## src/rtl/prog_sequencer.sv

```systemverilog
// rtl/prog_sequencer.sv - fetch-stage run controller; optional RUN-cycle counter under PROG_CYCLE_CNT_EN
module prog_sequencer #(
   parameter int NUM_PROGS   = 3,
   parameter int INIT_CYCLES = 2,
   parameter int TIMEOUT     = 4096,
   parameter int CW          = 16
) (
   input  logic          CLK,
   input  logic          Init_n,
   input  logic          Start,
   input  logic          Halt,
   output logic          Init,
   output logic [1:0]    ProgState,
   output logic [1:0]    ProgIdx,
   output logic          Busy,
   output logic          Done,
   output logic          Timeout,
   output logic [CW-1:0] RunCycles
);

   typedef enum logic [1:0] {S_IDLE, S_LOAD, S_RUN, S_DONE} state_e;

   localparam int            LW        = (INIT_CYCLES > 1) ? $clog2(INIT_CYCLES) : 1;
   localparam logic [LW-1:0] LOAD_LAST = LW'(INIT_CYCLES - 1);
   localparam logic [1:0]    LAST_IDX  = 2'(NUM_PROGS - 1);
   localparam logic [CW-1:0] WD_LAST   = CW'(TIMEOUT - 1);

   state_e        state_q, state_d;
   logic [1:0]    idx_q, idx_d;
   logic [LW-1:0] load_q, load_d;
   logic [CW-1:0] wd_q, wd_d;
   logic          to_q, to_d;
   logic          init_q, init_d;
   logic [1:0]    ps_q, ps_d;
   logic          busy_q, busy_d;
   logic          done_q, done_d;
`ifdef PROG_CYCLE_CNT_EN
   logic [CW-1:0] runc_q, runc_d;
`endif

   // Next-state logic; outputs are precomputed from the next state so they leave a flop
   always_comb begin
      state_d = state_q;
      idx_d   = idx_q;
      load_d  = load_q;
      wd_d    = wd_q;
      to_d    = to_q;
`ifdef PROG_CYCLE_CNT_EN
      runc_d  = runc_q;
`endif
      case (state_q)
         S_IDLE, S_DONE: begin
            if (Start) begin
               state_d = S_LOAD;
               idx_d   = 2'd0;
               load_d  = '0;
               to_d    = 1'b0;
            end
         end
         S_LOAD: begin
            wd_d = '0;
            if (load_q == LOAD_LAST) begin
               state_d = S_RUN;
            end else begin
               load_d = load_q + LW'(1);
            end
         end
         S_RUN: begin
            wd_d = wd_q + CW'(1);
            // wd_q == 0 marks the first RUN cycle, where Halt may still be stale
            if (Halt && (wd_q != '0)) begin
`ifdef PROG_CYCLE_CNT_EN
               // the watchdog already counts RUN cycles from zero, so +1 includes this exit cycle
               runc_d = wd_q + CW'(1);
`endif
               if (idx_q == LAST_IDX) begin
                  state_d = S_DONE;
               end else begin
                  idx_d   = idx_q + 2'd1;
                  load_d  = '0;
                  state_d = S_LOAD;
               end
            end else if (wd_q == WD_LAST) begin
               to_d    = 1'b1;
               state_d = S_DONE;
`ifdef PROG_CYCLE_CNT_EN
               runc_d  = CW'(TIMEOUT);
`endif
            end
         end
      endcase

      init_d = (state_d != S_RUN);
      busy_d = (state_d == S_LOAD) || (state_d == S_RUN);
      done_d = (state_d == S_DONE);
      ps_d   = busy_d ? idx_d : 2'd0;
   end

   // State and registered outputs; reset forces Init high at once to freeze the fetch stage
   always_ff @(posedge CLK or negedge Init_n) begin
      if (!Init_n) begin
         state_q <= S_IDLE;
         idx_q   <= 2'd0;
         load_q  <= '0;
         wd_q    <= '0;
         to_q    <= 1'b0;
         init_q  <= 1'b1;
         ps_q    <= 2'd0;
         busy_q  <= 1'b0;
         done_q  <= 1'b0;
`ifdef PROG_CYCLE_CNT_EN
         runc_q  <= '0;
`endif
      end else begin
         state_q <= state_d;
         idx_q   <= idx_d;
         load_q  <= load_d;
         wd_q    <= wd_d;
         to_q    <= to_d;
         init_q  <= init_d;
         ps_q    <= ps_d;
         busy_q  <= busy_d;
         done_q  <= done_d;
`ifdef PROG_CYCLE_CNT_EN
         runc_q  <= runc_d;
`endif
      end
   end

   assign Init      = init_q;
   assign ProgState = ps_q;
   assign ProgIdx   = idx_q;
   assign Busy      = busy_q;
   assign Done      = done_q;
   assign Timeout   = to_q;
`ifdef PROG_CYCLE_CNT_EN
   assign RunCycles = runc_q;
`else
   assign RunCycles = '0;
`endif

endmodule

```

## config.mk

```make
export PLATFORM = sky130hd
export DESIGN_NAME = prog_sequencer
export DESIGN_NICKNAME = d
export VERILOG_FILES = /design/src/rtl/prog_sequencer.sv
export SDC_FILE = /design/constraint.sdc
export NUM_CORES = 1
export LEC_CHECK = 0
export BUFFER_PORTS_ARGS = -buffer_cell sky130_fd_sc_hd__buf_2
export CORE_ASPECT_RATIO = 1.75
export CORE_MARGIN = 2
export CORE_UTILIZATION = 55
export CTS_BUF_LIST = sky130_fd_sc_hd__clkbuf_16
export DETAILED_ROUTE_END_ITERATION = 10
export PLACE_DENSITY_LB_ADDON = 0.25
export SYNTH_ARGS = -nofsm -noshare
export SYNTH_HDL_FRONTEND = slang
export SYNTH_SLANG_ARGS = --single-unit
```

## constraint.sdc

```tcl
create_clock -name CLK -period 2.9 [get_ports CLK]
set_clock_uncertainty 0.1 [all_clocks]
set_input_delay 0 -clock CLK [delete_from_list [all_inputs] [get_ports CLK]]
set_output_delay 0 -clock CLK [all_outputs]
set_load 0.01 [all_outputs]
```

==> flow_metrics.env, run 1 <==
export IMPL_syn_avg_cell_area_sq_um=9.59
export IMPL_wire_per_inst_microns=16.8
export IMPL_cts_htree_levels=1
export IMPL_hold_viol_final=1
export IMPL_fp_row_count=26
export IMPL_slew_headroom=0.592
export IMPL_drt_iter0_drc=43
export IMPL_maxCapViolations=0
export IMPL_vias=1297
export IMPL_maxSlewViolCount=0
export IMPL_synthCells=172
export IMPL_postRouteAntennaNets=0
export IMPL_core_sq_mm=0.00290
export IMPL_ios=28
export IMPL_finalPower_mw=1.31
export IMPL_status="complete, but fails checks"
export IMPL_yosys_warnings=0
export IMPL_whs_ns=-0.00580
export IMPL_ys_ff_latch=27
export IMPL_track_usage=0.229
export IMPL_portBuffers=11
export IMPL_post_route_util=0.617
export IMPL_grt_pass1_vias=1294
export IMPL_clock_sinks=27
export IMPL_dp_hpwl_mm=2.69
export IMPL_synth_mux_area_frac=0.00682
export IMPL_first_pass_iters=4
export IMPL_violations="negative hold slack"
export IMPL_synth_simple_area_share=0.201
export IMPL_die_h_microns=76.5
export IMPL_cts_clk_slew_worst_paths_ns=0.07
export IMPL_hold_path_class="in -> reg"
export IMPL_drive_gt1_frac=0.155
export IMPL_ys_seq_area_frac=0.410
export IMPL_place_ws_ns=0.195
export IMPL_max_freq_mhz=364
export IMPL_finalCriticalPeriod_ns=2.75
export IMPL_viasPerCell=6.03
export IMPL_wl_mm=3.62
export IMPL_n_antenna_cell=0
export IMPL_layout_commonest_cell="dfrtp_1"
export IMPL_syn_area_sq_mm=0.00165
export IMPL_leakagePower_nw=0.842
export IMPL_place_gp_congestion=0.896
export IMPL_syn_to_final_growth_pct=8.19
export IMPL_numCtsBuffers=3
export IMPL_root_buffer="clkbuf_16"
export IMPL_worst_pin_slew_ns=0.612
export IMPL_power_density_mw_per_mm2=735
export IMPL_reg2reg_slack_ns=0.15
export IMPL_critPathRequiredTime_ns=2.98
export IMPL_antenna_found_initial=0
export IMPL_arrival_ns=2.83
export IMPL_synth_cell_types=46
export IMPL_fp_dieArea_sq_mm=0.00347
export IMPL_die_x_microns=45.4
export IMPL_grt_overflow_total=0
export IMPL_async_flop_share=1.00
export IMPL_fin_ws_ns=0.150
export IMPL_grt_max_degree=28
export IMPL_final_period_utilization=0.948
export IMPL_cts_max_path_buffers=2
export IMPL_critPathCaptureType="flop"
export IMPL_criticalPathCategory="reg -> reg"
export IMPL_grt_pass1_wl_mm=5.95
export IMPL_cp_max_fo=6
export IMPL_nets=200
export IMPL_start_util=0.570
export IMPL_ys_flop_type="dfrtp_1"
export IMPL_synth_top_family_by_area="simple AND/OR/NAND/NOR gates"
export IMPL_ir_worst_vdd_uv=594
export IMPL_layout_common_cells="dfrtp_1 (26), nor2_1 (17), conb_1 (16)"
export IMPL_synthXorXnorAreaFrac=0.0425
export IMPL_setup_violations=0
export IMPL_cp_start_kind="flop"
export IMPL_cts_tree="built"
export IMPL_synthAdderAreaFrac=0.0607
export IMPL_synth_edf_count=0
export IMPL_synth_compound_area_share=0.162
export IMPL_drc=0
export IMPL_clk_latency_ns=0.26
[sequential cells by signal, summed over array words and instances, names as in the netlist]
name and cells:
Timeout 1, ProgIdx 2, load_q 1, Init 1, wd_q 16, Done 1, state_q 2, ProgState 2
Busy 1
[worst max-delay path: stages (launching register included)]
cell and delay, ns:
dfrtp_1 0.43, inv_1 0.08, ha_1 0.16, or4b_4 0.50, o41a_1 0.49, o21ai_2 0.20, a22oi_1 0.12, ha_1 0.37
nand2_1 0.07, o22ai_1 0.15
[kinds of logic (layout without fill, tap and decap cells)]
logic type	Yosys count	count (layout)
simple gates	60	60
compound gates	35	35
buf+inv	32	32
flops	27	27
fa+ha+maj	8	8
xor+xnor	8	8
other cells	1	16
mux	1	1
[what timing repair did]
item	4_1_cts	5_1_grt
hold endpoints to repair	26	0
hold buffers	1	0
gates resized for setup	0	2
setup buffers	0	0
endpoints found under the setup margin	0	2
[metrics by stage]
| stage | setup TNS, ns | cell area, sq um | hold slack (ns) | cells |
|---|---|---|---|---|
| 2_1_floorplan | 0 | 1710 | -0.396 | 187 |
| 3_3_place_gp | 0 | 1690 | -0.0641 | 210 |
| 3_5_place_dp | 0 | 1690 | -0.0467 | 210 |
| 4_1_cts | 0 | 1780 | 0.00214 | 215 |
| 5_1_grt | -0.000599 | 1790 | 0.0371 | 215 |
| 6_report | 0 | 1790 | -0.00580 | 215 |
[cell usage after synthesis, types with 2 or more instances]
master / count / share of area
nor2_1: 17 / 0.039
nand3_1: 4 / 0.012
clkbuf_1: 3 / 0.0068
nand3b_1: 2 / 0.0091
o21ai_0: 7 / 0.021
inv_1: 11 / 0.025
nor4_2: 2 / 0.015
nand2_1: 10 / 0.023
xor2_1: 2 / 0.011
xnor2_1: 6 / 0.032
or3_1: 5 / 0.019
buf_4: 16 / 0.073
dfrtp_1: 26 / 0.39
nor3_1: 5 / 0.015
nor4_1: 2 / 0.0076
ha_1: 8 / 0.061
nand2b_1: 2 / 0.0076
a21oi_1: 5 / 0.015
a41o_1: 2 / 0.012
a22o_1: 5 / 0.027
o22ai_1: 2 / 0.0076
a21o_1: 2 / 0.0091
nor2b_1: 2 / 0.0076
a31oi_1: 3 / 0.011
nand4_1: 2 / 0.0076
[report_power, final]
part / switching, mW / internal, mW / leakage, nW
clock: 0.136 / 0.185 / 0.0423
combinational: 0.319 / 0.216 / 0.433
sequential: 0.0300 / 0.427 / 0.366
[final cells by class]
class                           instances  area, sq um
Clock inverter                          1         3.75
Timing Repair Buffer                   17          103
Inverter                               11         41.3
Sequential cell                        27          677
Fill cell                             250         1110
Clock buffer                            3         75.1
Multi-Input combinational cell        128          851
Tap cell                               28         35.0
[final timing paths]
path | from | endpoint | cells after the start
min | Start | Timeout | 4
max reg2reg | wd_q[0] | ProgState[1] | 9
min reg2reg | wd_q[1] | wd_q[1] | 2
min in group asynchronous | Init_n | wd_q[3] | 2
max | wd_q[0] | ProgState[1] | 9
max in group asynchronous | Init_n | Busy | 2
[layer usage]
layer,global-route usage,routed length [microns],up-vias
met5,0,0,-
met4,0.0882,74,0
met3,0.0261,117,7
met2,0.417,2120,37
met1,0.248,1320,645
li1,-,-,608
Power figures use the tool's default switching activity.
==> run 2, diff against run 1 <==
--- a/config.mk
+++ b/config.mk
@@ -5,6 +5,7 @@
 export SDC_FILE = /design/constraint.sdc
 export NUM_CORES = 1
 export LEC_CHECK = 0
+export ABC_AREA = 1
 export BUFFER_PORTS_ARGS = -buffer_cell sky130_fd_sc_hd__buf_2
 export CORE_ASPECT_RATIO = 1.75
 export CORE_MARGIN = 2
==> run 2 against run 1 <==
  * Highest routed layer unchanged
  * First-iteration DRC count is 21% lower
  * Via count up 2.5%
  * The flow now finishes without violations
  * Core utilization is 1.4 points lower
  * Setup slack improved by 0.57 ns
  * Non-clock buffer count decreased by 4
  * Largest power group unchanged
  * Count of clock-buffer cells in the layout stayed put
  * Routed wire length down 13%
==> flow_metrics.env, run 2 <==
export IMPL_status="complete, no violations"
export IMPL_postPlaceCellArea_sq_mm=0.00164
export IMPL_synthTopCellsByCount="nand2_1 (49), nor2_1 (32), dfrtp_1 (26), inv_1 (25), buf_4 (16)"
export IMPL_nets=242
export IMPL_hold_path_class="in -> reg"
export IMPL_ir_worst_vdd_uv=487
export IMPL_layout_common_cells="nand2_1 (49), nor2_1 (32), dfrtp_1 (26), inv_1 (26), conb_1 (16)"
export IMPL_synth_cell_types=24
export IMPL_place_gp_congestion=0.827
export IMPL_seqPwrFrac=0.366
export IMPL_die_x_microns=44.9
export IMPL_vias=1329
export IMPL_grt_pass1_vias=1274
export IMPL_hold_viol_final=0
export IMPL_largest_reg_flops=16
export IMPL_ios=28
export IMPL_fillers=270
export IMPL_layout_commonest_cell="nand2_1"
export IMPL_cts_htree_levels=1
export IMPL_start_util=0.562
export IMPL_syn_avg_cell_area_sq_um=7.52
export IMPL_path_cells="inv_1 > ha_1 > inv_2 > nor2_1 > nand2_1 > nand2_1 > inv_1 > ha_1 > inv_1 > a21oi_1"
export IMPL_drc=0
export IMPL_ys_flop_type="dfrtp_1"
export IMPL_max_freq_mhz=458
export IMPL_viasPerCell=5.17
export IMPL_synth_most_common_cell="nand2_1"
export IMPL_maxSlewViolCount=0
export IMPL_cp_start_kind="flop"
export IMPL_syn_to_final_growth_pct=7.31
export IMPL_rsz0062_at_grt="no"
export IMPL_setup_violations=0
export IMPL_drt_iter0_drc=34
export IMPL_root_buffer="clkbuf_16"
export IMPL_critPathCaptureType="flop"
export IMPL_synth_area_leaders="dfrtp_1 (40%), nand2_1 (11%), buf_4 (7.5%), nor2_1 (7.5%), ha_1 (6.2%)"
export IMPL_grt_max_degree=28
export IMPL_cp_max_fo=10
export IMPL_criticalPathCategory="reg -> reg"
export IMPL_numCtsBuffers=3
export IMPL_first_pass_iters=4
export IMPL_postRouteAntennaNets=0
export IMPL_ctsResizeCount=0
export IMPL_synthCells=214
export IMPL_critPathRequiredTime_ns=2.99
export IMPL_synth_edf_count=0
export IMPL_final_period_utilization=0.753
export IMPL_die_h_microns=75.6
export IMPL_combPwrFrac=0.385
export IMPL_power_density_mw_per_mm2=729
export IMPL_ys_seq_area_frac=0.421
export IMPL_top_register="wd_q"
export IMPL_cpMaxStageDelayCell="ha_1"
export IMPL_yosys_area_top_type="dfrtp_1"
export IMPL_clock_sinks=27
export IMPL_finalPower_mw=1.26
export IMPL_core_sq_mm=0.00286
export IMPL_synth_top_area_frac=0.404
export IMPL_pwr_share_clk=0.249
export IMPL_finalCriticalPeriod_ns=2.18
export IMPL_clk_latency_ns=0.26
export IMPL_antenna_found_initial=0
export IMPL_async_flop_share=1.00
export IMPL_critPathMostFrequentCell="inv_1"
export IMPL_dp_hpwl_mm=2.46
export IMPL_n_antenna_cell=0
export IMPL_yosys_warnings=0
export IMPL_track_usage=0.207
export IMPL_p_switching_mw=0.490
export IMPL_cts_max_path_buffers=2
export IMPL_fin_area_sq_mm=0.00173
export IMPL_fp_dieArea_sq_mm=0.00339
export IMPL_slew_headroom=0.602
export IMPL_cts_clk_slew_worst_paths_ns=0.07
export IMPL_grt_overflow_total=0
export IMPL_syn_area_sq_mm=0.00161
export IMPL_arrival_ns=2.27
export IMPL_fp_row_count=26
export IMPL_worst_pin_slew_ns=0.597
export IMPL_max_stage_delay_ns=0.42
export IMPL_swShare=0.389
export IMPL_ys_ff_latch=27
export IMPL_cts_tree="built"
export IMPL_critPathBufInv=4
export IMPL_grt_pass1_wl_mm=5.16
export IMPL_leakagePower_nw=0.918
export IMPL_wire_per_inst_microns=12.2
export IMPL_cp_top_family="adder cells"
export IMPL_p_int_mw=0.770
export IMPL_fin_setup_tns_ns=0
export IMPL_maxCapViolations=0
export IMPL_wl_mm=3.14
export IMPL_portBuffers=11
export IMPL_drive_gt1_frac=0.118
run 2: changes by cell type after synthesis, sizes merged, moves of 4 or more:
cell	before	now
a22o	5	0
nor3	5	1
nor2	17	36
inv	11	30
nand3	4	13
xnor2	6	0
nor4	4	0
or3	5	0
nand2	10	50
run 2: path summary, 6_finish.rpt:
kind | start | endpoint | slack, ns | cells after the start
max | state_q[0] | ProgState[0] | 0.72 | 10
min | Start | state_q[1] | 0.004 | 4
max reg2reg | state_q[0] | ProgState[0] | 0.72 | 10
min reg2reg | Timeout | Timeout | 0.39 | 2
max in group asynchronous | Init_n | wd_q[8] | 2.13 | 2
min in group asynchronous | Init_n | wd_q[5] | 0.17 | 2
run 2: per-stage QoR:
stage	util	std cells	hold WS [ns]	setup WS (ns)
after global placement	0.572	252	-0.0563	0.756
after detailed placement	0.572	252	-0.0504	0.752
after floorplan	-	229	-0.396	1.03
final	0.603	257	0.00424	0.715
after global routing	0.603	257	0.0663	0.531
after CTS	0.603	257	0.00912	0.720
run 2: layer usage:
metal  routed length (microns)  GRT usage  up-vias
li1                          -          -      673
met1                      1130      0.207      631
met2                      1870      0.415       18
met3                        71     0.0213        7
met4                        61     0.0784        0
met5                         0          0        -
run 2: worst min-delay path: cells and delay by family:
kind,cells,cell delay (ns)
buffers and inverters,1,0.07
AND/OR/NAND/NOR,3,0.24
run 2: kinds of logic after synthesis:
| kind of cell | share of synthesized area |
|---|---|
| AND/OR/NAND/NOR | 0.292 |
| buffers and inverters | 0.148 |
| adder cells (fa/ha/maj) | 0.0622 |
| XOR/XNOR | 0.00544 |
| AO/OA/AOI/OAI | 0.0692 |
| other | 0.00233 |
| flip-flops | 0.421 |
run 2: what timing repair did:
item,4_1_cts,5_1_grt
hold endpoints to repair,26,0
setup buffers,0,0
hold buffers,1,0
run 2: final cells by class:
cell class	count	area (sq um)	share of cell area
well taps	28	35.0	0.0203
clock inverters	1	3.75	0.00217
clock buffers	3	75.1	0.0435
inverters	30	113	0.0652
multi-input cells	155	751	0.435
repair buffers	13	72.6	0.0420
flip-flops and latches	27	677	0.392
run 2: power by group through the flow:
stage / logic (mW) / registers, mW / clock network, mW
after detailed placement: 0.488 / 0.468 / 0
after global routing: 0.544 / 0.466 / 0.324
after global placement: 0.479 / 0.466 / 0
final: 0.485 / 0.461 / 0.313
after CTS: 0.491 / 0.461 / 0.315
after floorplan: 0.333 / 0.478 / 0
==> run 3, diff against run 2 <==
--- a/config.mk
+++ b/config.mk
@@ -9,7 +9,7 @@
 export BUFFER_PORTS_ARGS = -buffer_cell sky130_fd_sc_hd__buf_2
 export CORE_ASPECT_RATIO = 1.75
 export CORE_MARGIN = 2
-export CORE_UTILIZATION = 55
+export CORE_UTILIZATION = 50
 export CTS_BUF_LIST = sky130_fd_sc_hd__clkbuf_16
 export DETAILED_ROUTE_END_ITERATION = 10
 export PLACE_DENSITY_LB_ADDON = 0.25
==> constraint.sdc (replaced) <==
create_clock -name CLK -period 1.8 [get_ports CLK]
set_clock_uncertainty 0.1 [all_clocks]
set_input_delay 0 -clock CLK [delete_from_list [all_inputs] [get_ports CLK]]
set_output_delay 0 -clock CLK [all_outputs]
set_load 0.01 [all_outputs]
==> run 3 against run 2 <==
  * The run now ends with negative hold slack, negative setup slack left
  * Final cell count is 18% higher
  * Clock power is 68% higher
  * Combinational power increased to 2.6 times the previous value
  * Largest power group unchanged
  * Fmax grew 16%
  * Sequential power grew 61%
  * Die area is 9.3% higher
  * Power rose by 99%
  * Non-clock buffer count is 31 higher
==> flow_metrics.env, run 3 (synthesized netlist as in run 2, its figures left out) <==
export IMPL_criticalPathCategory="reg -> reg"
export IMPL_clk_latency_ns=0.27
export IMPL_syn_to_final_growth_pct=29.8
export IMPL_wire_per_inst_microns=11.5
export IMPL_die_h_microns=79.0
export IMPL_layout_common_cells="nand2_1 (43), nor2_1 (30), buf_4 (30)"
export IMPL_final_period_utilization=1.05
export IMPL_layout_commonest_cell="nand2_1"
export IMPL_portBuffers=11
export IMPL_first_pass_iters=4
export IMPL_wl_mm=3.49
export IMPL_dp_hpwl_mm=2.54
export IMPL_grt_max_degree=28
export IMPL_core_sq_mm=0.00311
export IMPL_numCtsBuffers=3
export IMPL_p_int_mw=1.54
export IMPL_p_switching_mw=0.961
export IMPL_swShare=0.384
export IMPL_drt_iter0_drc=39
export IMPL_drive_gt1_frac=0.312
export IMPL_fin_area_sq_mm=0.00209
export IMPL_rsz0062_at_grt="yes"
export IMPL_viasPerCell=4.56
export IMPL_cp_start_kind="flop"
export IMPL_maxSlewViolCount=0
export IMPL_root_buffer="clkbuf_16"
export IMPL_met1_usage=0.216
export IMPL_clock_sinks=27
export IMPL_setup_violations=3
export IMPL_grt_overflow_total=0
export IMPL_max_freq_mhz=531
export IMPL_vias=1383
export IMPL_n_antenna_cell=0
export IMPL_ios=28
export IMPL_ir_worst_vdd_uv=1130
export IMPL_seqPwrFrac=0.295
export IMPL_fin_ws_ns=-0.0821
export IMPL_drc=0
export IMPL_cp_max_fo=3
export IMPL_fp_dieArea_sq_mm=0.00371
export IMPL_postPlaceCellArea_sq_mm=0.00187
export IMPL_post_route_util=0.672
export IMPL_fp_row_count=27
export IMPL_leakagePower_nw=1.08
export IMPL_critPathCaptureType="flop"
export IMPL_power_density_mw_per_mm2=1200
export IMPL_largest_reg_flops=16
export IMPL_combPwrFrac=0.494
export IMPL_whs_ns=-0.00973
export IMPL_hold_viol_final=1
export IMPL_nets=273
export IMPL_arrival_ns=1.98
export IMPL_start_util=0.518
export IMPL_status="complete, but fails checks"
export IMPL_grt_util_met3=0.0341
export IMPL_gr_max_usage_layer="met2"
export IMPL_critPathRequiredTime_ns=1.90
export IMPL_cts_clk_slew_worst_paths_ns=0.07
export IMPL_hold_path_class="in -> reg"
export IMPL_top_register="wd_q"
export IMPL_grt_pass1_wl_mm=5.49
export IMPL_cts_max_path_buffers=2
export IMPL_postRouteAntennaNets=0
export IMPL_place_ws_ns=-0.126
export IMPL_maxCapViolations=0
export IMPL_finalPower_mw=2.50
export IMPL_antenna_found_initial=0
export IMPL_cts_htree_levels=1
export IMPL_worst_pin_slew_ns=0.618
export IMPL_track_usage=0.207
export IMPL_die_x_microns=46.9
export IMPL_pwr_share_clk=0.210
export IMPL_violations="negative hold slack, negative setup slack"
export IMPL_cts_tree="built"
export IMPL_place_gp_congestion=0.847
export IMPL_slew_headroom=0.588
export IMPL_grt_pass1_vias=1310
export IMPL_finalCriticalPeriod_ns=1.88
export IMPL_grt_util_met2=0.374
-- run 3: changes by cell type in the layout (fill, tap and decap cells not counted), sizes merged --
cell	delta
clkinv	+1
buf	+31
inv	-1
-- run 3: timing repair --
action,in CTS,in global routing
hold buffers,1,0
gates resized for setup,8,18
pin swaps,4,22
buffers inserted,1,6
hold endpoints to repair,26,0
setup endpoints to repair,4,11
-- run 3: layer usage --
layer  up-vias  part of all wire
met2        18              0.58
li1        729                 -
met1       631              0.38
met4         0             0.016
met5         -                 0
met3         5             0.025
-- run 3: cell type report --
| class | instances | area (sq um) |
|---|---|---|
| Sequential cell | 27 | 677 |
| Inverter | 30 | 118 |
| Clock buffer | 3 | 75.1 |
| Timing Repair Buffer | 44 | 313 |
| Fill cell | 288 | 1020 |
| Clock inverter | 1 | 5.00 |
| Multi-Input combinational cell | 155 | 847 |
| Tap cell | 43 | 53.8 |
-- run 3: metrics by stage --
stage	TNS (ns)	std cells
2_1_floorplan	0	229
3_3_place_gp	-0.227	293
3_5_place_dp	-0.251	293
4_1_cts	-0.110	299
5_1_grt	-0.956	303
6_report	-0.168	303
-- run 3: power by group through the flow --
| stage | clock (mW) | combinational (mW) | sequential (mW) |
|---|---|---|---|
| final | 0.527 | 1.24 | 0.740 |
| after global routing | 0.548 | 1.38 | 0.749 |
| after CTS | 0.529 | 1.12 | 0.741 |
| after detailed placement | 0 | 1.03 | 0.750 |
| after global placement | 0 | 1.02 | 0.748 |
| after floorplan | 0 | 0.570 | 0.773 |
-- run 3: critical path: stages, from the launching register on --
cell and delay, ns:
dfrtp_1 0.41, ha_2 0.21, inv_2 0.05, nor2_2 0.02, nand2_1 0.12, nor2_2 0.06, nand2_2 0.09, nand3_1 0.08
nand2_1 0.06, nand3_1 0.06, nand2_1 0.09, inv_2 0.06, ha_4 0.27, inv_4 0.03, a21oi_1 0.10
-- run 3: path summary, 6_finish.rpt --
kind                            slack [ns]     from      endpoint  depth (start not counted)
min in group asynchronous             0.17   Init_n       wd_q[5]                          2
worst min register to register        0.38  Timeout       Timeout                          2
worst max-delay path                 -0.08  wd_q[1]  ProgState[1]                         14
worst min-delay path                 -0.01    Start    state_q[0]                          5
worst max register to register       -0.08  wd_q[1]  ProgState[1]                         14
max in group asynchronous             1.01   Init_n      wd_q[15]                          2
